==> src/rtl/sub_slice_sequencer.sv <==
// sub_slice_sequencer: runs 32-bit SUB/SBB/CMP/NEG byte-serially through an external 9-bit subtractor slice; ports: clk/rst, in_* request (valid/ready), clr abort, slice_* slice interface, out_* result (valid/ready) with N/Z/C/V flags
module sub_slice_sequencer #(
  parameter int WIDTH = 32,
  parameter int SLICE = 8
) (
  input  logic             clk,
  input  logic             rst,
  input  logic             in_valid,
  output logic             in_ready,
  input  logic [1:0]       in_op,
  input  logic [WIDTH-1:0] in_a,
  input  logic [WIDTH-1:0] in_b,
  input  logic             in_bin,
  input  logic             clr,
  output logic             slice_en,
  output logic [SLICE:0]   slice_a,
  output logic [SLICE:0]   slice_b,
  output logic             slice_ci,
  input  logic [SLICE:0]   slice_diff,
  output logic             out_valid,
  input  logic             out_ready,
  output logic [WIDTH-1:0] out_res,
  output logic             out_wen,
  output logic             out_n,
  output logic             out_z,
  output logic             out_c,
  output logic             out_v
);
  localparam int NSLICE = WIDTH / SLICE;
  localparam int IW = NSLICE > 1 ? $clog2(NSLICE) : 1;
  typedef enum logic [1:0] {IDLE, RUN, DONE} state_t;
  state_t           state_q, state_d;
  logic [IW-1:0]    idx_q, idx_d;
  logic [WIDTH-1:0] op_a_q, op_a_d, op_b_q, op_b_d, res_q, res_d;
  logic [1:0]       op_q, op_d;
  logic             borrow_q, borrow_d, wen_q, wen_d;
  logic [3:0]       flags_q, flags_d;
  logic             last;
  assign last = idx_q == IW'(NSLICE - 1);
  always_comb begin
    state_d  = state_q;
    idx_d    = idx_q;
    op_a_d   = op_a_q;
    op_b_d   = op_b_q;
    res_d    = res_q;
    op_d     = op_q;
    borrow_d = borrow_q;
    wen_d    = wen_q;
    flags_d  = flags_q;
    if (clr) begin
      state_d = IDLE;
      idx_d   = '0;
    end else if (state_q == IDLE && in_valid) begin
      state_d  = RUN;
      idx_d    = '0;
      op_a_d   = in_op == 2'b11 ? '0 : in_a;
      op_b_d   = in_op == 2'b11 ? in_a : in_b;
      op_d     = in_op;
      borrow_d = in_op == 2'b01 && in_bin;
    end else if (state_q == RUN) begin
      res_d[idx_q*SLICE +: SLICE] = slice_diff[SLICE-1:0];
      borrow_d = slice_diff[SLICE];
      idx_d    = last ? '0 : idx_q + 1'b1;
      if (last) begin
        state_d = DONE;
        wen_d   = op_q != 2'b10;
        // overflow judged on the latched operands, so NEG of the most negative value flags V
        flags_d = {res_d[WIDTH-1], res_d == '0, slice_diff[SLICE],
                   (op_a_q[WIDTH-1] ^ op_b_q[WIDTH-1]) & (op_a_q[WIDTH-1] ^ res_d[WIDTH-1])};
      end
    end else if (state_q == DONE && out_ready) begin
      state_d = IDLE;
    end
  end
  always_ff @(posedge clk or posedge rst) begin
    if (rst) begin
      state_q  <= IDLE;
      idx_q    <= '0;
      op_a_q   <= '0;
      op_b_q   <= '0;
      res_q    <= '0;
      op_q     <= '0;
      borrow_q <= 1'b0;
      wen_q    <= 1'b0;
      flags_q  <= '0;
    end else begin
      state_q  <= state_d;
      idx_q    <= idx_d;
      op_a_q   <= op_a_d;
      op_b_q   <= op_b_d;
      res_q    <= res_d;
      op_q     <= op_d;
      borrow_q <= borrow_d;
      wen_q    <= wen_d;
      flags_q  <= flags_d;
    end
  end
  assign in_ready  = state_q == IDLE;
  assign out_valid = state_q == DONE;
  assign slice_en  = state_q == RUN;
  assign slice_a   = slice_en ? {1'b0, op_a_q[idx_q*SLICE +: SLICE]} : '0;
  assign slice_b   = slice_en ? {1'b0, op_b_q[idx_q*SLICE +: SLICE]} : '0;
  assign slice_ci  = slice_en && borrow_q;
  assign out_res   = res_q;
  assign out_wen   = wen_q;
  assign {out_n, out_z, out_c, out_v} = flags_q;
endmodule

==> config.mk <==
export PLATFORM = sky130hd
export DESIGN_NAME = sub_slice_sequencer
export DESIGN_NICKNAME = d
export VERILOG_FILES = /design/src/rtl/sub_slice_sequencer.sv
export SDC_FILE = /design/constraint.sdc
export NUM_CORES = 1
export LEC_CHECK = 0
export ABC_AREA = 1
export CAP_MARGIN = 20
export CORE_UTILIZATION = 56
export CTS_BUF_LIST = sky130_fd_sc_hd__clkbuf_4
export CTS_CLUSTER_SIZE = 24
export DETAILED_ROUTE_END_ITERATION = 12
export GPL_TIMING_DRIVEN = 0
export PLACE_DENSITY = 0.95
export SKIP_LAST_GASP = 1
export SYNTH_ARGS = -nofsm -noshare
export SYNTH_HDL_FRONTEND = slang
export SYNTH_SLANG_ARGS = --single-unit
==> constraint.sdc <==
create_clock -name clk -period 5.9 [get_ports clk]
set_input_delay 0.885 -clock clk [delete_from_list [all_inputs] [get_ports clk]]
set_output_delay 0.885 -clock clk [all_outputs]
set_load 0.03 [all_outputs]
Yosys cells after proc, flatten, opt, wreduce, memory -nomap -nowiden
Index checks and enable logic that the tools add are counted.

word-level totals
  output and inout port bits = 59
  memory bits (read-only) = 0
  latch bits = 0
  register bits = 108
  logic and storage cells = 57
  bits of input ports = 81
  RAM bits = 0
  memories = 0

operators by class
  reduce and logical (&&, ||, !) cells = 14
  equal/unequal tests = 7
  shifts and indexed selects = 4
  add/subtract/negate cells = 2
  muxes and demuxes = 16
  $mul = 0
  bitwise gates (word level) = 5
  divide/modulo/power cells = 0
  magnitude comparators = 0

operator list
  kind                                                   count
  2-to-1 mux 32 bit                                      2
  indexed part select 32 x 6 -> 8 bit                    2
  negator 5 -> 34 bit                                    1
  variable shift 8 x 34 -> 32 bit, first input constant  1
  indexed part select 8 x 34 -> 32 bit                   1
  bitwise mux 32 bit                                     1
  zero test 32 bit                                       1
  2-to-1 mux 2 bit                                       9
  2-to-1 mux 8 bit                                       2
  == test 2 bit, second input constant                   3
  AND reduction 2 bit                                    3
  == test 2 x 1 -> 1 bit, second input constant          2
  logical AND 1 bit                                      4
  != test 4 x 2 -> 1 bit, second input constant          1
  AND reduction 4 bit                                    1
  nonzero test 4 bit                                     1
  AND reduction 3 bit                                    1
  nonzero test 3 bit                                     1
  adder 2 x 1 -> 2 bit, second input constant            1
  zero test 2 bit                                        1
  2-to-1 mux 1 bit                                       2
  != test 2 bit, second input constant                   1
  inverter 1 bit                                         2
  nonzero test 2 bit                                     1
  2 further kinds                                        3

Logic depth before layout (Yosys ltp)
  depth in word-level cells = 6
  gate-level depth with buffers = 16
  mapped depth without buffers = 13

Worst setup path after synthesis
No wires, ideal clock.

  path type = register to output
  from = register idx_q[0]
  to = output port slice_b[3]
  stages on the path, launching flop included = 8
  setup slack = 3.375 ns
  required time = 5.015 ns
  path buffers = 3
  arrival = 1.640 ns
  cells stage by stage = dfrtp_1 > buf_2 > buf_2 > inv_2 > buf_2 > a21oi_1 > o21ai_0 > a21oi_1

between the ends
  word-level cells in the longest chain between the ends = 2

ends and longest elaborated chain
  item                                 line  text
  start: declaration                   33    logic [IW-1:0] idx_q, idx_d;
  start signal: assignment             88    idx_q <= idx_d;
  indexed part select 32 x 6 -> 8 bit  102   assign slice_b = slice_en ? {1'b0, op_b_q[idx_q*SLICE +: SLICE]} : '0;
  2-to-1 mux 8 bit                     102
  end: declaration                     17    output logic [SLICE:0] slice_b,

Every way passes these cells.

Worst setup path in the final report
  from = register idx_q[0]
  to = output port slice_b[1]

The elaborated chain is that of the path after synthesis.

==> reports/results.tsv <==
stage	metric	value	unit
power	power_frac_clock	16.9	%
floorplan	initial_core_util	58.6	%
finish	drive_above_1_share	5.68	%
worst_setup_path	worst-endpoint-arrival	3.00	ns
cts	cts_resized	0	
logic_synthesis	netlist.top_cell.by_area	dfrtp_1	
worst_setup_path	max_stage_delay	0.73	ns
sta	fin_worst_skew	0.0171	ns
sta	finalMaxSlewViolations	0	
placement	portBuffers	135	
worst_setup_path	r2r_slack	3.10	ns
drt	avgRoutedWirePerCell	16.7	microns
logic_synthesis	ys_types	27	
sta	relSlewSlack	62.2	%
logic_synthesis	syn_avg_cell_area	7.60	sq um
sta	setup_ws	2.01	ns
drt	dr.first_iter.drc_count	520	
power	internal-power	0.00151	W
finish	utilization	75.9	%
cts	clk_pin_slew_worst_paths	0.16	ns
run_status	status	completed	
floorplan	fp.dieW	104	microns
cts	hold_buffers	0	
global_route	grt_overflow	0	
logic_synthesis	synth.most_common_cell	nand2_1	
drt	route.detailed.drc	0	
global_route	grtUsageTotal	33.2	%
worst_setup_path	slowest_stage	clkdlybuf4s50_1	
finish	antennaDiodeCount	0	
sta	fin_tns_setup	0	ns
drt	wl	17.5	mm
logic_synthesis	yosysSeqAreaShare	46.5	%
cts	cts_root_buf	clkbuf_4	
flow_run	drv_cap	0	
global_route	antenna_found_initial	0	
logic_synthesis	postSynth.asyncResetShare	100	%
worst_hold_path	hold_depth	1	
placement	gp_congestion	0.962	
power	power.share.combinational	41.9	%
worst_setup_path	timing.rr.start	idx_q[0]	
global_route	grt_pass1_wl	28.0	mm
sta	fmax	257	MHz
drt	vias	6082	
logic_synthesis	yosysWarningCount	0	
power	finalPower	0.00251	W
sta	hold_violations	0	
drt	antenna_left	0	
worst_setup_path	end_kind	primary output	
cts	post_cts_buffers	0	
worst_setup_path	cp-startpoint	idx_q[0]	
floorplan	die_area	10800	sq um
sta	setup_violations	0	
logic_synthesis	ys.flop_type	dfrtp_1	
worst_setup_path	cp_max_fo	10	
cts	clock_latency	0.47	ns
worst_setup_path	cp_cell_sequence	buf_2, buf_2, inv_2, buf_2, a21oi_1, o21ai_0, a21oi_1, clkdlybuf4s50_1	
global_route	grt_pass1_vias	5811	
finish	syn_to_final_growth	29.4	%
cts	htree_levels	3	
floorplan	rows	36	
drt	via_per_inst	5.80	
worst_setup_path	rr_worst_depth	16	
placement	dp_hpwl	13.3	mm
logic_synthesis	synth_edf_count	0	
power	max-vdd-ir-drop	228	uV
cts	cts_tree	yes	
worst_hold_path	min_to	out_wen	
worst_setup_path	worstSetupPathType	reg -> out	
cts	clock_sinks	108	
logic_synthesis	syn_area	5810	sq um
placement	pre_cts_slack	2.62	ns
cts	clockBufferDepth	2	
floorplan	coreArea	9910	sq um
power	p_switching	0.000997	W
worst_setup_path	r2r_end	flags_q[2]	
logic_synthesis	yosysTopAreaCellShare	46.5	%
sta	finalCritPeriodShare	65.9	%
finish	fin_nets	999	
power	powerDensity	334	nW/um^2
floorplan	fp.dieH	104	microns
worst_hold_path	worstHoldStart	op_q[1]	
drt	detailedRoute.firstPassIterationCount	6	
worst_hold_path	holdCritPathClass	reg -> reg	
sta	final.min_clock_period	3.89	ns
sta	rsz0062_at_grt	false	
sta	worst_pin_slew	0.566	ns
logic_synthesis	syn_inst	764	
power	switching_share	39.7	%
logic_synthesis	ys_seq_elements	108	
worst_setup_path	crit_path_frequent_cell	buf_2	
worst_setup_path	required	5.02	ns
global_route	grt_max_degree	74	
floorplan	io_pins	140	
logic_synthesis	synth_common_cells	146 x nand2_1, 108 x dfrtp_1, 101 x inv_1, 99 x o21ai_0	
cts	numCtsBuffers	9	
logic_synthesis	synth.area.top_cells	dfrtp_1 47%, nand2_1 9.4%, o21ai_0 8.5%, inv_1 6.5%, a21oi_1 5.3%	
power	power.leakage	3.42	nW
power	seq_power_share	41.1	%
worst_setup_path	start_kind	flip-flop	
[flip-flops by register name, indices dropped and copies added (netlist names)]
signal	count
state_q	2
borrow_q	1
out_res	32
idx_q	2
op_b_q	32
op_q	2
op_a_q	32
flags_q	4
out_wen	1
[cell usage in the layout, fill, tap and decap left out]
| cell | n |
|---|---|
| buf_1 | 4 |
| nand4_1 | 2 |
| bufinv_16 | 2 |
| ha_1 | 6 |
| inv_1 | 100 |
| clkbuf_4 | 11 |
| inv_4 | 1 |
| dfrtp_1 | 108 |
| o21a_1 | 2 |
| buf_6 | 5 |
| nand2_4 | 1 |
| conb_1 | 2 |
| nand2_1 | 146 |
| nor2_4 | 3 |
| buf_16 | 1 |
| clkbuf_1 | 22 |
| a21oi_1 | 62 |
| o31ai_1 | 15 |
| o22ai_1 | 13 |
| nor2_1 | 62 |
| o21ai_1 | 3 |
| nand3_4 | 1 |
| buf_2 | 13 |
| clkdlybuf4s50_1 | 135 |
| o21ai_0 | 99 |
| clkinvlp_4 | 2 |
| or2_2 | 1 |
| o211ai_1 | 22 |
| a31oi_1 | 1 |
| nand3_1 | 60 |
| nand2_2 | 2 |
| buf_4 | 5 |
| inv_2 | 4 |
[through the flow]
stage	hold WS (ns)	cells	cell area, sq um
2_1_floorplan	0.436	765	5810
3_5_place_dp	0.459	1034	7360
5_1_grt	0.507	1049	7520
3_3_place_gp	0.442	1033	7330
4_1_cts	0.481	1049	7520
6_report	0.490	1049	7520
[worst max path at each step]
stage,to,slack [ns],cells past startpoint
after floorplan,borrow_q,2.17,1
after global placement,out_res[21],0.73,2
after detailed placement,slice_b[1],2.62,8
after CTS,slice_b[1],2.08,8
after global routing,slice_b[1],1.92,8
final,slice_b[1],2.01,8
[layer usage]
layer / vias up / track usage (%) / share of wire (%)
li1: 2793 / - / -
met4: 0 / 17.2 / 4.1
met5: - / 0 / 0
met1: 2821 / 41.7 / 38
met2: 405 / 53.4 / 47
met3: 63 / 7.80 / 10
[critical path, delay by kind of cell, from the launching register on]
kind | cells | cell delay [ns]
AO/OA/AOI/OAI | 3 | 0.57
buffers and inverters | 5 | 1.53
flip-flops | 1 | 0.44
[layout make-up]
type	instances	area [sq um]
multi-input cells	503	2460
inverters	105	397
clock buffers	11	82.6
flip-flops and latches	108	2700
plain buffers	49	256
repair buffers	136	1380
clock inverters	4	75.1
fillers	723	2390
well taps	133	166
[logic make-up after synthesis]
family / after synthesis / share of synthesized area, %
other cells: 1 / 0.0646
flops: 108 / 46.5
buf+inv: 154 / 11.2
fa+ha+maj: 6 / 1.29
simple gates: 278 / 20.2
compound gates: 217 / 20.7
[power groups by stage]
stage / clock [W] / sequential (W) / combinational [W]
floorplan: 0 / 0.00119 / 0.000475
global placement: 0 / 0.00103 / 0.00101
detailed placement: 0 / 0.00104 / 0.00104
CTS: 0.000422 / 0.00103 / 0.00104
global route: 0.000451 / 0.00105 / 0.00114
finish: 0.000425 / 0.00103 / 0.00105
Note: power is estimated with default switching activity, not from simulation.
